--- src/rtl/mul_seq.sv ---
// -----------------------------------------------------------------------------
// mul_seq
//
// Iterative multiply sequencer for the execute stage. A MUL held in EX is
// accepted from IDLE: both operands are latched and a radix-2 shift-add
// multiply runs one multiplier bit per cycle. It exits early once the
// remaining multiplier bits are all zero. While the multiply is accepted or
// running, the front of the pipeline is stalled. The low N bits of the
// product are presented for one cycle in DONE.
//
// Handshake: start_E is a level request. It is held by the pipeline while
// stall_E is high. It is consumed only in IDLE, and only when flush_E is low.
// done_E is a single-cycle pulse, and result_E is meaningful only while
// done_E is high. flush_E aborts whatever is in flight at the next edge.
//
// Ports
//   clk        pipeline clock, rising edge
//   reset      asynchronous, active-high; clears state and all datapath regs
//   start_E    EX holds a valid MUL
//   flush_E    EX instruction squashed; abort, no done_E for it
//   opA_E      multiplicand
//   opB_E      multiplier
//   stall_E    freeze PC, IF/ID, ID/EX this cycle
//   busy       state is not IDLE
//   done_E     one-cycle completion pulse
//   result_E   product mod 2^N
//   state_dbg  current FSM state, for observation only
// -----------------------------------------------------------------------------
module mul_seq #(
    parameter int unsigned N = 64
) (
    input  logic         clk,
    input  logic         reset,
    input  logic         start_E,
    input  logic         flush_E,
    input  logic [N-1:0] opA_E,
    input  logic [N-1:0] opB_E,
    output logic         stall_E,
    output logic         busy,
    output logic         done_E,
    output logic [N-1:0] result_E,
    output logic [1:0]   state_dbg
);

    // cnt must be able to hold the value N itself.
    localparam int unsigned CW = $clog2(N) + 1;

    typedef enum logic [1:0] {
        IDLE = 2'd0,
        RUN  = 2'd1,
        DONE = 2'd2
    } state_t;

    state_t        state_q, state_d;
    logic [N-1:0]  mcand_q, mcand_d;
    logic [N-1:0]  mplier_q, mplier_d;
    logic [N-1:0]  acc_q, acc_d;
    logic [CW-1:0] cnt_q, cnt_d;
    logic [CW-1:0] cnt_inc;

    assign cnt_inc = cnt_q + CW'(1);

    // -------------------------------------------------------------------------
    // State and datapath registers
    // -------------------------------------------------------------------------
    always_ff @(posedge clk or posedge reset) begin
        if (reset) begin
            state_q  <= IDLE;
            mcand_q  <= '0;
            mplier_q <= '0;
            acc_q    <= '0;
            cnt_q    <= '0;
        end else begin
            state_q  <= state_d;
            mcand_q  <= mcand_d;
            mplier_q <= mplier_d;
            acc_q    <= acc_d;
            cnt_q    <= cnt_d;
        end
    end

    // -------------------------------------------------------------------------
    // Next-state and datapath update
    // -------------------------------------------------------------------------
    always_comb begin
        state_d  = state_q;
        mcand_d  = mcand_q;
        mplier_d = mplier_q;
        acc_d    = acc_q;
        cnt_d    = cnt_q;

        if (flush_E) begin
            // The datapath is left as-is. It is reloaded at the next acceptance.
            state_d = IDLE;
        end else begin
            unique case (state_q)
                IDLE: begin
                    if (start_E) begin
                        mcand_d  = opA_E;
                        mplier_d = opB_E;
                        acc_d    = '0;
                        cnt_d    = '0;
                        // A zero multiplier finishes with no RUN cycles.
                        state_d  = (opB_E != '0) ? RUN : DONE;
                    end
                end
                RUN: begin
                    if (mplier_q[0]) begin
                        acc_d = acc_q + mcand_q;   // carry-out discarded
                    end
                    mcand_d  = mcand_q << 1;
                    mplier_d = mplier_q >> 1;
                    cnt_d    = cnt_inc;
                    // Stop early once no multiplier bits are left.
                    if ((mplier_d == '0) || (cnt_inc == CW'(N))) begin
                        state_d = DONE;
                    end
                end
                DONE: begin
                    // A start_E seen here still belongs to the retiring MUL.
                    state_d = IDLE;
                end
                default: begin
                    state_d = IDLE;
                end
            endcase
        end
    end

    // -------------------------------------------------------------------------
    // Outputs
    // -------------------------------------------------------------------------
    // Reset gates stall_E so that it is low for as long as reset is held,
    // even while a MUL still sits in EX.
    assign stall_E   = ~reset & ~flush_E &
                       (((state_q == IDLE) & start_E) | (state_q == RUN));
    assign busy      = (state_q != IDLE);
    assign done_E    = (state_q == DONE);
    assign result_E  = acc_q;
    assign state_dbg = state_q;

endmodule

--- config.mk ---
export PLATFORM = sky130hd
export DESIGN_NAME = mul_seq
export DESIGN_NICKNAME = d
export VERILOG_FILES = /design/src/rtl/mul_seq.sv
export SDC_FILE = /design/constraint.sdc
export NUM_CORES = 1
export LEC_CHECK = 0
export ABC_AREA = 1
export CORE_ASPECT_RATIO = 0.6
export CORE_UTILIZATION = 55
export CTS_BUF_LIST = sky130_fd_sc_hd__clkbuf_4 sky130_fd_sc_hd__clkbuf_8 sky130_fd_sc_hd__clkbuf_16
export CTS_CLUSTER_SIZE = 10
export DETAILED_ROUTE_END_ITERATION = 10
export MAX_ROUTING_LAYER = met4
export PLACE_DENSITY_LB_ADDON = 0.3
export SYNTH_ARGS = -nofsm -noshare
export SYNTH_HDL_FRONTEND = slang
export SYNTH_SLANG_ARGS = --single-unit
--- constraint.sdc ---
create_clock -name clk -period 7.5 [get_ports clk]
set_input_delay 1.125 -clock clk [delete_from_list [all_inputs] [get_ports clk]]
set_output_delay 1.125 -clock clk [all_outputs]
set_load 0.005 [all_outputs]
Word level (Yosys, flattened, before mapping)
Cells that the tools add are included.
{ "classes": {"eq_ne": 7, "n_mux": 14, "addsub": 2, "n_bitwise": 6, "reduce_logical": 9} }
{ "ops": {"columns": ["cell", "count"], "rows": [
  ["case mux 64 bit (2 select lines)", 3],
  ["two-way mux 64 bit", 4],
  ["adder 64 bit", 1],
  ["logical NOT 64 bit", 1],
  ["nonzero test 64 bit", 1],
  ["case mux 7 bit (2 select lines)", 1],
  ["two-way mux 2 bit", 4],
  ["adder 7 x 1 -> 7 bit, second input constant", 1],
  ["equality test 7 bit, second input constant", 1],
  ["two-way mux 7 bit", 1],
  ["inequality test 3 bit, second input constant", 2],
  ["inequality test 2 bit, second input constant", 2],
  ["case mux 2 bit (2 select lines)", 1],
  ["AND reduction 4 bit", 1],
  ["nonzero test 2 bit", 2],
  ["bitwise AND 1 bit", 3],
  ["AND reduction 3 bit", 1],
  ["equality test 2 x 1 -> 1 bit, second input constant", 1],
  ["equality test 2 bit, second input constant", 1],
  ["logical NOT 2 bit", 1],
  ["NOT 1 bit", 2],
  ["AND reduction 2 bit", 1],
  ["logical OR 1 bit", 1],
  ["OR 1 bit", 1]
]} }
{ "totals": {"elab_cells": 43, "input_bits": 132, "regBits": 201, "output_inout_bits": 69} }

Logic depth before layout (Yosys ltp)
{ "logic_depth": {"ltp_word": 6, "depth_mapped": 15, "mapped_depth_nobuf": 15} }

Worst setup path after synthesis
No wires, ideal clock.
{ "synth_timing": {"path_kind": "input -> output", "from": "input flush_E", "to": "output stall_E", "arrival_time_ps": 1864, "path_stages": 5, "n_path_buf": 2, "setup_slack_ps": 4511, "cell_sequence": "nor2_1 -> o21ai_1 -> buf_2 -> buf_2 -> nor2_1"} }
{ "synth_between": {"elab_chain_cells": 3} }
{ "synth_lines": {"columns": ["element", "line", "text"], "rows": [
  ["start, declared", "35", "input logic flush_E,"],
  ["NOT 1 bit (no source line)", null, null],
  ["bitwise AND 1 bit (2 in series)", "135", "assign stall_E = ~reset & ~flush_E &"],
  ["end, declared", "38", "output logic stall_E,"]
]} }
Every way passes these cells.

Worst setup path after layout
Ends and elaborated chain as after synthesis.

==> impl_metrics.toml <==
[setup_path]
rr_worst_depth = 7
worstSetupStartpointType = "input port"
r2r-end = "mcand_q[5]"
end_kind = "output pin"
critical_path_required_ns = 6.38
worst-r2r-setup-slack_ns = 4.22
r2r_start = "state_dbg[1]"
crit_start = "flush_E"
arrival_ns = 3.11
worstSetupPathType = "input port to output pin"
crit_fanout = 86

[timing]
timing.final.crit_share = 0.565
hold_viol = 0
slew_viol_final = 0
setup_ws_ns = 3.26
period_minus_slack_ns = 4.24
setup_viol = 0
finalClockSkew_ns = 0.0119
slew_headroom = 0.313
fmaxAchievable_ghz = 0.236
setup_tns_ns = 0
tightest_slew_ns = 1.03
rsz0062_at_grt = "no"

[placed_design]
gp_congestion = 1.00
dp_slack_ns = 3.16
hpwl_mm = 36.5
port_buffers = 200

[clock_network]
max-clock-path-buffers = 3
cts_sinks = 201
clkTransAtPathRegs_ns = 0.06
cts_tree = "built"
ctsResizeCount = 0
insertion_delay_ns = 0.53
cts_buffers = 24
cts-htree-levels = 1
post_cts_buffers = 0
cts_root_buf = "clkbuf_16"
cts_hold_buf = 0

[floorplanning]
die_width_um = 214
start_util = 0.562
core_mm2 = 0.0265
die-area_mm2 = 0.0277
io_pins = 201
fp-row-count = 46
dieHeight_um = 129

[yosys]
avgSynthCellArea_um2 = 6.19
synth-edff-count = 0
ys.flop_type = "dfrtp_1"
ys_types = 28
netlist_area_mm2 = 0.0149
synth_nets = 2604
synth_top_area_frac = 0.338
yosys-top-cells-area = "dfrtp_1 34%, nand2_1 19%, inv_1 13%"
syn_inst = 2406
yosysTopAreaCell = "dfrtp_1"
ys_seq_area_frac = 0.338
ys_warn_count = 0
synth_async_sr_flop_share = 1.00
synth_seq_cells = 201

[power_and_ir_drop]
peakVddDrop_v = 0.000249
p_switching_uw = 2980
power_switching_share = 0.472
p_seq_frac = 0.309
p_int_uw = 3330
p_clk_frac = 0.164
power_frac_comb = 0.526
p_leak_uw = 0.00980
power_density_mw_per_mm2 = 355

[route]
wirelength_mm = 47.6
final_antenna_net_count = 0
dr_wl_met3_mm = 4.41
viasPerCell = 5.37
drt-initial-drc-count = 1689
routedWlPerCell_um = 16.2
drt-met1-wl_mm = 22.9
first_pass_iters = 7
drc_errors = 0
wl_met2_mm = 19.4
vias = 15768
dr.max_layer_used = "met4"

[worst_hold_path]
min_path_type = "flop to flop"
hold_path_end = "mplier_q[37]"
hold_depth = 2
hold_path_startpoint = "mplier_q[38]"

[finish]
area_growth_pct = 19.5
layout-drive-gt1-share = 0.0210
multiInputGateArea_mm2 = 0.00761
final_nets = 2770
num_antenna_cells = 0
fillers = 2352
area.sequential_mm2 = 0.00503

[job]
cap_violations = 0

[global_route]
grt_pass1_wl_mm = 74.6
grt_usage = 0.351
grt_max_degree = 107
antenna_found_initial = 0
gr-total-overflow = 0
first_global_vias = 14014

[outcome]
status = "completed"
-- critical path, cell delays in order --
cell	delay, ns
clkdlybuf4s50_1	0.54
nor2_1	0.12
o21ai_4	0.07
buf_4	0.67
nor2_1	0.09
clkdlybuf4s50_1	0.47
-- area by class of cell --
class | instances | area share
well taps | 360 | 0.0253
multi-input cells | 1615 | 0.428
clock buffers | 27 | 0.0364
flip-flops and latches | 201 | 0.283
clock inverters | 1 | 0.000493
inverters | 522 | 0.111
repair buffers | 208 | 0.116
-- power groups by stage --
| stage | sequential (uW) | combinational, uW | clock [uW] |
|---|---|---|---|
| finish | 1950 | 3320 | 1040 |
| global route | 2010 | 3720 | 1090 |
| CTS | 1940 | 3270 | 1040 |
| detailed placement | 1950 | 3230 | 0 |
| global placement | 1920 | 3120 | 0 |
| floorplan | 1830 | 2230 | 0 |
-- flip-flops by register name, summed over array words and instances, names as in the netlist --
name / flops
mcand_q: 64
mplier_q: 64
result_E: 64
cnt_q: 7
state_dbg: 2
-- layout by cell type (no fill, tap or decap), types with 2 or more instances in the layout --
master,synthesis,final
inv_1,517,515
clkdlybuf4s50_1,0,200
nand3_1,93,93
o31ai_1,4,4
dfrtp_1,201,201
or2_2,7,7
xnor2_1,5,5
nor2_1,206,206
a22o_1,2,2
nor3_1,11,11
o22ai_1,69,69
o21ai_0,212,212
nand4_1,32,32
o21ai_1,10,9
nor4_1,8,8
inv_4,0,2
xor2_1,6,6
nand2_1,770,770
buf_4,0,8
clkbuf_16,0,25
a32o_1,2,2
ha_1,65,65
a21oi_1,107,107
inv_2,5,4
nor2_4,3,3
-- how the worst max path moves through the flow --
stage,to
global route,stall_E
global placement,stall_E
finish,stall_E
CTS,stall_E
detailed placement,mcand_q[5]
floorplan,cnt_q[0]
-- cells in the mapped netlist, types with 2 or more instances --
master / count
ha_1: 65
a21oi_1: 107
buf_1: 4
xnor2_1: 5
buf_2: 26
nor4_1: 8
o21ai_0: 212
o31ai_1: 4
nor3_1: 11
clkbuf_1: 37
o22ai_1: 69
nor2_1: 206
nor2_4: 3
a32o_1: 2
nand4_1: 32
o21ai_1: 10
or2_2: 7
inv_1: 517
xor2_1: 6
nand2_1: 770
nand3_1: 93
inv_2: 5
a22o_1: 2
dfrtp_1: 201
-- metal layers --
| layer | GRT usage | vias up |
|---|---|---|
| met5 | - | - |
| met4 | 0.0685 | 0 |
| met3 | 0.0669 | 55 |
| met2 | 0.488 | 634 |
| met1 | 0.527 | 7288 |
| li1 | - | 7791 |
-- cell families after synthesis --
| family | Yosys count | synth area share |
|---|---|---|
| simple gates | 1131 | 0.304 |
| buf+inv | 590 | 0.151 |
| compound gates | 407 | 0.145 |
| flops | 201 | 0.338 |
| fa+ha+maj | 66 | 0.0560 |
| xor+xnor | 11 | 0.00647 |
-- stage by stage --
stage	power [uW]	utilization	hold slack [ns]	std cells	instance area [um^2]
floorplan	4060	-	0.470	2406	14900
global placement	5050	0.647	0.486	2906	17100
detailed placement	5180	0.647	0.498	2906	17100
CTS	6250	0.672	0.511	2934	17800
global route	6820	0.672	0.534	2934	17800
finish	6310	0.672	0.508	2934	17800
Power figures use the tool's default switching activity.
